## src/rtl/imem_boot_loader.sv

```systemverilog
// imem_boot_loader: boot-time instruction-memory loader.
// Keeps the CPU in reset and takes a byte stream: a 16-bit big-endian word
// count N, then N big-endian 32-bit words. Each word is written to
// consecutive instruction-memory word addresses starting at 0, and the CPU
// is released once the image is complete. A header with N larger than the
// memory, or an idle gap in the stream, ends the load in ERROR.
//
// Handshake: a byte moves on any rising clk edge where rx_valid && rx_ready.
// rx_ready is registered and is high only while the loader waits for header
// or data bytes, so it is already low in the WRITE cycle and the source has
// to hold the byte until it is accepted.
module imem_boot_loader #(
  parameter int          ADDR_WIDTH     = 8,
  parameter int unsigned TIMEOUT_CYCLES = 50000
) (
  input  logic                  clk,
  input  logic                  reset_n,
  input  logic                  start,
  input  logic [7:0]            rx_data,
  input  logic                  rx_valid,
  output logic                  rx_ready,
  output logic                  imem_we,
  output logic [ADDR_WIDTH-1:0] imem_addr,
  output logic [31:0]           imem_wdata,
  output logic                  cpu_reset,
  output logic                  busy,
  output logic                  done,
  output logic                  error,
  output logic [2:0]            dbg_state
);

  typedef enum logic [2:0] {
    S_IDLE   = 3'd0,
    S_HDR_HI = 3'd1,
    S_HDR_LO = 3'd2,
    S_DATA   = 3'd3,
    S_WRITE  = 3'd4,
    S_DONE   = 3'd5,
    S_ERROR  = 3'd6
  } state_t;

  // A count equal to the capacity is legal; only a larger count is rejected.
  localparam logic [16:0]           CAPACITY = 17'(1) << ADDR_WIDTH;
  localparam logic [31:0]           TO_LAST  = 32'(TIMEOUT_CYCLES) - 32'd1;
  localparam logic [ADDR_WIDTH-1:0] ONE      = ADDR_WIDTH'(1);

  state_t                state, state_n;
  logic [15:0]           words_left;
  logic [ADDR_WIDTH-1:0] word_idx;
  logic [1:0]            byte_cnt;
  logic [23:0]           shift;
  logic [31:0]           timer;
  logic                  accept;
  logic                  waiting;
  logic                  timeout_hit;
  logic [15:0]           hdr_n;

  assign dbg_state   = state;
  assign accept      = rx_valid && rx_ready;
  assign waiting     = (state == S_HDR_HI) || (state == S_HDR_LO) || (state == S_DATA);
  assign hdr_n       = {words_left[15:8], rx_data};
  // The timer holds the idle cycles already counted; the cycle that would
  // bring it to TIMEOUT_CYCLES aborts the load instead.
  assign timeout_hit = (TIMEOUT_CYCLES != 0) && waiting && !accept && (timer == TO_LAST);

  // Next-state decision; an accepted byte always has priority over timeout and start.
  always_comb begin
    state_n = state;
    case (state)
      S_IDLE, S_DONE, S_ERROR: begin
        if (start) state_n = S_HDR_HI;
      end
      S_HDR_HI: begin
        if (accept)           state_n = S_HDR_LO;
        else if (timeout_hit) state_n = S_ERROR;
      end
      S_HDR_LO: begin
        if (accept) begin
          if (hdr_n == 16'd0)                 state_n = S_DONE;
          else if ({1'b0, hdr_n} > CAPACITY)  state_n = S_ERROR;
          else                                state_n = S_DATA;
        end else if (timeout_hit) begin
          state_n = S_ERROR;
        end
      end
      S_DATA: begin
        if (accept && (byte_cnt == 2'd3)) state_n = S_WRITE;
        else if (timeout_hit)             state_n = S_ERROR;
      end
      S_WRITE: begin
        state_n = (words_left == 16'd1) ? S_DONE : S_DATA;
      end
      default: state_n = S_IDLE;
    endcase
  end

  // State register, registered outputs derived from the next state, and datapath.
  always_ff @(posedge clk or negedge reset_n) begin
    if (!reset_n) begin
      state      <= S_IDLE;
      rx_ready   <= 1'b0;
      imem_we    <= 1'b0;
      imem_addr  <= '0;
      imem_wdata <= 32'd0;
      cpu_reset  <= 1'b1;
      busy       <= 1'b0;
      done       <= 1'b0;
      error      <= 1'b0;
      words_left <= 16'd0;
      word_idx   <= '0;
      byte_cnt   <= 2'd0;
      shift      <= 24'd0;
      timer      <= 32'd0;
    end else begin
      state     <= state_n;
      rx_ready  <= (state_n == S_HDR_HI) || (state_n == S_HDR_LO) || (state_n == S_DATA);
      busy      <= (state_n == S_HDR_HI) || (state_n == S_HDR_LO) ||
                   (state_n == S_DATA)   || (state_n == S_WRITE);
      imem_we   <= (state_n == S_WRITE);
      cpu_reset <= (state_n != S_DONE);
      done      <= (state_n == S_DONE);
      error     <= (state_n == S_ERROR);

      if (accept || ((state_n == S_HDR_HI) && (state != S_HDR_HI))) timer <= 32'd0;
      else if (waiting)                                             timer <= timer + 32'd1;

      // A fresh load restarts at word 0 and drops any partial word.
      if ((state_n == S_HDR_HI) && (state != S_HDR_HI)) begin
        byte_cnt <= 2'd0;
        word_idx <= '0;
      end

      case (state)
        S_HDR_HI: if (accept) words_left[15:8] <= rx_data;
        S_HDR_LO: if (accept) words_left[7:0]  <= rx_data;
        S_DATA: begin
          if (accept) begin
            shift    <= {shift[15:0], rx_data};
            byte_cnt <= byte_cnt + 2'd1;
            if (byte_cnt == 2'd3) begin
              imem_wdata <= {shift, rx_data};
              imem_addr  <= word_idx;
            end
          end
        end
        S_WRITE: begin
          word_idx   <= word_idx + ONE;
          words_left <= words_left - 16'd1;
        end
        default: ;
      endcase
    end
  end

endmodule

```

## config.mk

```make
export PLATFORM = sky130hd
export DESIGN_NAME = imem_boot_loader
export DESIGN_NICKNAME = d
export VERILOG_FILES = /design/src/rtl/imem_boot_loader.sv
export SDC_FILE = /design/constraint.sdc
export NUM_CORES = 1
export LEC_CHECK = 0
export CORE_MARGIN = 10
export CORE_UTILIZATION = 30
export DETAILED_ROUTE_END_ITERATION = 10
export DONT_BUFFER_PORTS = 1
export PLACE_DENSITY = 0.41
export SKIP_CTS_REPAIR_TIMING = 1
export SLEW_MARGIN = 20
export SYNTH_ARGS = -nofsm -noshare
export SYNTH_HDL_FRONTEND = slang
export SYNTH_SLANG_ARGS = --single-unit
```

## constraint.sdc

```tcl
create_clock -name clk -period 2.95 [get_ports clk]
set_clock_uncertainty 0.15 [all_clocks]
set_input_delay 0.295 -clock clk [delete_from_list [all_inputs] [get_ports clk]]
set_output_delay 0.295 -clock clk [all_outputs]
set_load 0.01 [all_outputs]
```

== Word level (Yosys, flattened, before mapping) ==
Cells that the tools add are included.

* Logic and storage cells: 81
* Output and inout bits: 49
* Register bits: 131

* Reduce and logical (&&, ||, !) cells: 23
* Mux-type cells: 19
* Equal/unequal tests: 19
* Add/sub/neg operators: 4
* Order comparisons: 1

{| class="wikitable"
|+ Operators with widths
! operator !! count
|-
| two-way mux 32 bit || 2
|-
| adder 32 x 1 -> 32 bit (second input constant) || 1
|-
| == test 32 x 16 -> 1 bit (second input constant) || 1
|-
| one-hot mux 8 bit (2 select lines) || 2
|-
| two-way mux 3 bit || 8
|-
| two-way mux 8 bit || 3
|-
| == test 3 bit (second input constant) || 6
|-
| == test 16 x 1 -> 1 bit (second input constant) || 1
|-
| > comparator 16 x 9 -> 1 bit (second input constant) || 1
|-
| zero test 16 bit || 1
|-
| subtractor 16 x 1 -> 16 bit (second input constant) || 1
|-
| one-hot mux 3 bit (5 select lines) || 1
|-
| == test 3 x 2 -> 1 bit (second input constant) || 4
|-
| adder 8 x 1 -> 8 bit (second input constant) || 1
|-
| nonzero test 2 bit || 4
|-
| == test 3 x 1 -> 1 bit (second input constant) || 2
|-
| logical OR 1 bit || 6
|-
| two-way mux 2 bit || 3
|-
| AND reduction 2 bit || 3
|-
| logical AND 1 bit || 5
|-
| inequality test 2 bit (second input constant) || 2
|-
| zero test 3 bit || 1
|-
| inequality test 3 x 1 -> 1 bit (second input constant) || 1
|-
| inequality test 3 bit (second input constant) || 1
|-
| 5 further kinds || 5
|}

== Depth between registers and ports, before layout ==
* Word-level depth: 13
* Depth in mapped cells: 9
* Mapped depth without buffers: 8

== Worst setup path after synthesis ==
Ideal clock, no wire load.

* Path type: reg-to-reg
* Start point: register state[2], in the netlist dbg_state[2]
* End point: register timer[8]
* Period minus slack after synthesis: 2.399 ns
* Path buffers: 3
* Arrival: 2.130 ns
* Library setup time: 0.119 ns
* Stages on the path, launching flop included: 10
* Required time: 2.681 ns
* Path slack: 0.551 ns
* Path through: dfrtp_1 buf_6 nand2b_4 or3_1 buf_6 o311ai_4 o211ai_4 o31ai_4 buf_6 nor2_2

* Longest elaborated chain between the ends: 12

{| class="wikitable"
|+ RTL lines
! item !! RTL line !! text
|-
| start: declaration || 47 || <nowiki>state_t state, state_n;</nowiki>
|-
| start signal: assignment || 115 || <nowiki>state <= state_n;</nowiki>
|-
| == test 3 x 1 -> 1 bit / == test 3 x 2 -> 1 bit (equally long branches) || 60, 69 ||
|-
| logical OR 1 bit (2 in series) || 60 || <nowiki>assign waiting = (state == S_HDR_HI) || (state == S_HDR_LO) || (state == S_DATA);</nowiki>
|-
| logical AND 1 bit (2 in series) || 64 || <nowiki>assign timeout_hit = (TIMEOUT_CYCLES != 0) && waiting && !accept && (timer == TO_LAST);</nowiki>
|-
| two-way mux 3 bit || 75, 82, 88 ||
|-
| two-way mux 3 bit (on tied branches) || 87, 74, 78 ||
|-
| one-hot mux 3 bit (5 select lines) || 69 || <nowiki>case (state)</nowiki>
|-
| == test 3 x 1 -> 1 bit || 124 || <nowiki>if (accept || ((state_n == S_HDR_HI) && (state != S_HDR_HI))) timer <= 32'd0;</nowiki>
|-
| logical AND 1 bit || 124 ||
|-
| logical OR 1 bit || 124 ||
|-
| two-way mux 32 bit / nonzero test 2 bit (equally long branches) || n/a ||
|-
| end signal: assignment || 125 || <nowiki>else if (waiting) timer <= timer + 32'd1;</nowiki>
|-
| end: declaration || 52 || <nowiki>logic [31:0] timer;</nowiki>
|}

Several ways; a longest one is shown, not always the timed one.
A chain may end at the register's enable or synchronous reset.

== Worst setup path in the final report ==
* Start point: register rx_ready
* End point: register timer[19]

* Longest elaborated chain between the ends: 11

{| class="wikitable"
|+ RTL lines
! item !! RTL line !! text
|-
| start: declaration || 21 || <nowiki>output logic rx_ready,</nowiki>
|-
| start signal: assignment || 116 || <nowiki>rx_ready <= (state_n == S_HDR_HI) || (state_n == S_HDR_LO) || (state_n == S_DATA);</nowiki>
|-
| logical AND 1 bit (*) || 59 || <nowiki>assign accept = rx_valid && rx_ready;</nowiki>
|-
| zero test 1 bit || 64 ||
|-
| logical AND 1 bit (2 in series) || 64 ||
|-
| two-way mux 3 bit || 75, 82, 88 ||
|-
| two-way mux 3 bit (on tied branches) || 87, 74, 78 ||
|-
| one-hot mux 3 bit (5 select lines) || 69 ||
|-
| == test 3 x 1 -> 1 bit || 124 ||
|-
| logical AND 1 bit || 124 ||
|-
| logical OR 1 bit (*) || 124 ||
|-
| two-way mux 32 bit / nonzero test 2 bit (equally long branches) || n/a ||
|}

Every way passes the cells marked *; elsewhere a longest branch is shown, timed or not.

==> out/qor.yml <==
run_status:
  status: "complete, but fails checks"
  violations: "hold timing"
logic_synthesis:
  ys_warn_count: 0
  ys_seq_area_frac: 0.5445
  synthFlopType: "dfrtp_1"
  yosysUniqueCellTypes: 54
  synthesis.nets: 538
  postSynthCellCount: 521
  synth_edf_count: 0
  avgSynthCellArea_um2: 11.56
  async_reset_ff_frac: 1.000
  ys_ff_latch: 131
  syn_area_mm2: 0.006023
placement:
  post-place-ws_ps: 400.3
  dp_hpwl_mm: 9.460
  place_congestion: 0.7155
  dpl_cell_area_mm2: 0.006400
  port_buffers: 0
routing:
  dr.pass1.iters: 4
  wl_met2_mm: 7.122
  drt-wirelength-per-cell_um: 17.85
  maxUsedRoutingLayer: "met4"
  drc: 0
  via_per_inst: 4.970
  initialDrtViolationCount: 277
  ant_nets: 0
  vias: 4080
  wl_mm: 14.65
  wirelength_met1_mm: 6.628
  route.met3.wl_um: 704
clock_network:
  cts.sinks: 131
  h-tree-depth: 4
  cts_root_buffer: "clkbuf_16"
  path_clk_slew_ps: 60
  cts_tree: "done"
  numCtsBuffers: 17
  cts.path.max_buffers: 2
  clk_latency_ps: 420
sta:
  setup_viol: 0
  holdWs_ps: -574.4
  setup_ws_ps: 421.7
  fin_setup_tns_ps: 0
  rsz0062_at_grt: "false"
  finalCritPeriodShare: 0.8571
  slew_headroom: 0.5197
  maxSlewViolCount: 0
  fin_crit_ps: 2528
  hold_violations: 131
  fmaxAchievable_mhz: 395.5
  worstMarginPinSlew_ps: 720.4
global_routing:
  overflow: 0
  grt_max_degree: 132
  grt_pass1_vias: 4173
  track_usage: 0.1149
  grt_pass1_wl_mm: 23.73
  antenna_found_initial: 0
flow_run:
  cap_violations: 0
floorplanning:
  core.rowCount: 51
  io_pins: 61
  core_mm2: 0.01959
  initial_utilization: 0.3075
  die_x_um: 161.7
  die_area_mm2: 0.02615
  fp.dieH_um: 161.7
power:
  powerDensity_mw_per_mm2: 970.7
  ir_worst_vdd_mv: 0.3797
  p_total_mw: 6.867
  p_leak_nw: 3.010
cells_and_area:
  multiInputGateArea_mm2: 0.002597
  drive_above_1_share: 0.2500
  ff_latch_area_mm2: 0.003279
  area_growth_syn_to_layout_pct: 17.45
  antenna_cells: 0
  nets: 560
  fill_cells: 1974
  fin_area_mm2: 0.007074
critical_path:
  worst-r2r-setup-slack_ps: 420
  cp.arrival_ps: 2680
  rr_worst_depth: 7
  critPathMaxFanout: 32
  crit_path_start_kind: "register"
  reg2reg_to: "timer[19]$_DFFE_PN0P_"
  worstPathRequired_ps: 3100
  cp-end-kind: "register"
  critPathKind: "register to register"
  r2r_start: "rx_ready$_DFF_PN0_"
worst_hold_path:
  hp-class: "primary input to asynchronous set/reset pin"
==> routing by layer <==
layer  track usage  vias up
met5             0        -
met4       0.03639        0
met3       0.04171       13
met2        0.1836       57
met1        0.1415     2087
li1              -     1923
==> layout make-up <==
| class | count | share of cell area |
|---|---|---|
| clock buffer | 17 | 0.06013 |
| clock inverter | 15 | 0.02388 |
| inverter | 7 | 0.003714 |
| multi-input combinational | 361 | 0.3672 |
| sequential | 131 | 0.4636 |
| tap | 265 | 0.04687 |
| timing repair buffer | 25 | 0.03467 |
==> worst max-delay path: stages, from the launching register on <==
cell and delay, ps:
dfrtp_1 490, nand2_2 90, or3_1 570, o311ai_4 400, o211ai_4 150, o31ai_4 240, buf_12 240, nor2_1 70
==> synth_stat cells (3+ instances only) <==
cell type / instances / share of area
nand3b_1: 3 / 0.0037
and4_1: 5 / 0.0073
nand2_1: 38 / 0.024
nor3_1: 11 / 0.0091
xor2_1: 22 / 0.032
nand4_1: 13 / 0.014
o22ai_1: 4 / 0.0042
o211ai_1: 7 / 0.0087
dfrtp_1: 130 / 0.54
or4_1: 3 / 0.0037
and3_1: 5 / 0.0052
and2_1: 3 / 0.0031
buf_6: 5 / 0.0093
ha_1: 5 / 0.010
nor4b_1: 3 / 0.0044
nor2_2: 10 / 0.010
clkbuf_1: 12 / 0.0075
mux2_2: 64 / 0.12
a21oi_1: 13 / 0.011
nor4_1: 13 / 0.014
nor2_1: 49 / 0.031
xnor2_1: 14 / 0.020
o311ai_0: 6 / 0.0087
buf_2: 5 / 0.0042
nand3_1: 24 / 0.020
or3_1: 5 / 0.0052
nand2b_1: 4 / 0.0042
inv_1: 7 / 0.0044
o21ai_0: 6 / 0.0050
==> worst max path at each step <==
stage / startpoint / to / slack (ps) / cells after the start
detailed placement: rx_ready$_DFF_PN0_ / timer[25]$_DFFE_PN0P_ / 400 / 7
global route: words_left[9]$_DFFE_PN0P_ / timer[21]$_DFFE_PN0P_ / 240 / 7
global placement: dbg_state[1]$_DFF_PN0_ / busy$_DFF_PN0_ / 440 / 7
floorplan: dbg_state[2]$_DFF_PN0_ / timer[8]$_DFFE_PN0P_ / 550 / 9
finish: rx_ready$_DFF_PN0_ / timer[19]$_DFFE_PN0P_ / 420 / 7
CTS: rx_ready$_DFF_PN0_ / timer[21]$_DFFE_PN0P_ / 390 / 7
==> state kept, by name (all words and copies together), names as in the netlist <==
name        flops
timer          32
word_idx        8
imem_wdata     32
dbg_state       3
imem_addr       8
busy            1
byte_cnt        2
words_left     16
rx_ready        1
shift          24
cpu_reset       1
imem_we         1
error           1
done            1
==> kinds of logic (layout without fill, tap and decap cells) <==
kind of cell | count (synthesis) | in the layout | synth area share
buffers and inverters | 29 | 64 | 0.02534
and+or+nand+nor | 198 | 198 | 0.1712
AOI/OAI and AO/OA | 58 | 58 | 0.07665
xor gates and xnor gates | 36 | 36 | 0.05235
adders and majority gates | 5 | 5 | 0.01039
muxes | 64 | 64 | 0.1197
DFF | 131 | 131 | 0.5445
==> through the flow <==
stage          std cells    util
3_5_place_dp         781  0.3267
5_1_grt              821  0.3611
2_1_floorplan        521       -
6_report             821  0.3611
4_1_cts              813  0.3570
3_3_place_gp         781  0.3267
==> report_power, final <==
part / internal, mW / switching (mW) / total, mW
clock network: 1.27 / 0.864 / 2.13
registers: 2.39 / 0.632 / 3.02
logic: 0.824 / 0.892 / 1.72
==> cells in the final DEF, fill, tap and decap left out, drive strengths merged, types with 3 or more instances in the layout <==
master / instances
a21oi: 13
and2: 3
and3: 5
and4: 5
buf: 17
clkbuf: 17
clkinv: 3
clkinvlp: 3
dfrtp: 130
dlygate4sd3: 8
ha: 5
inv: 14
mux2: 64
nand2: 39
nand2b: 5
nand3: 24
nand3b: 3
nand4: 13
nor2: 59
nor3: 12
nor4: 14
nor4b: 3
o211ai: 8
o21ai: 7
o22ai: 4
o311ai: 7
or3: 5
or4: 3
xnor2: 14
xor2: 22
Note: power is estimated with default switching activity, not from simulation.
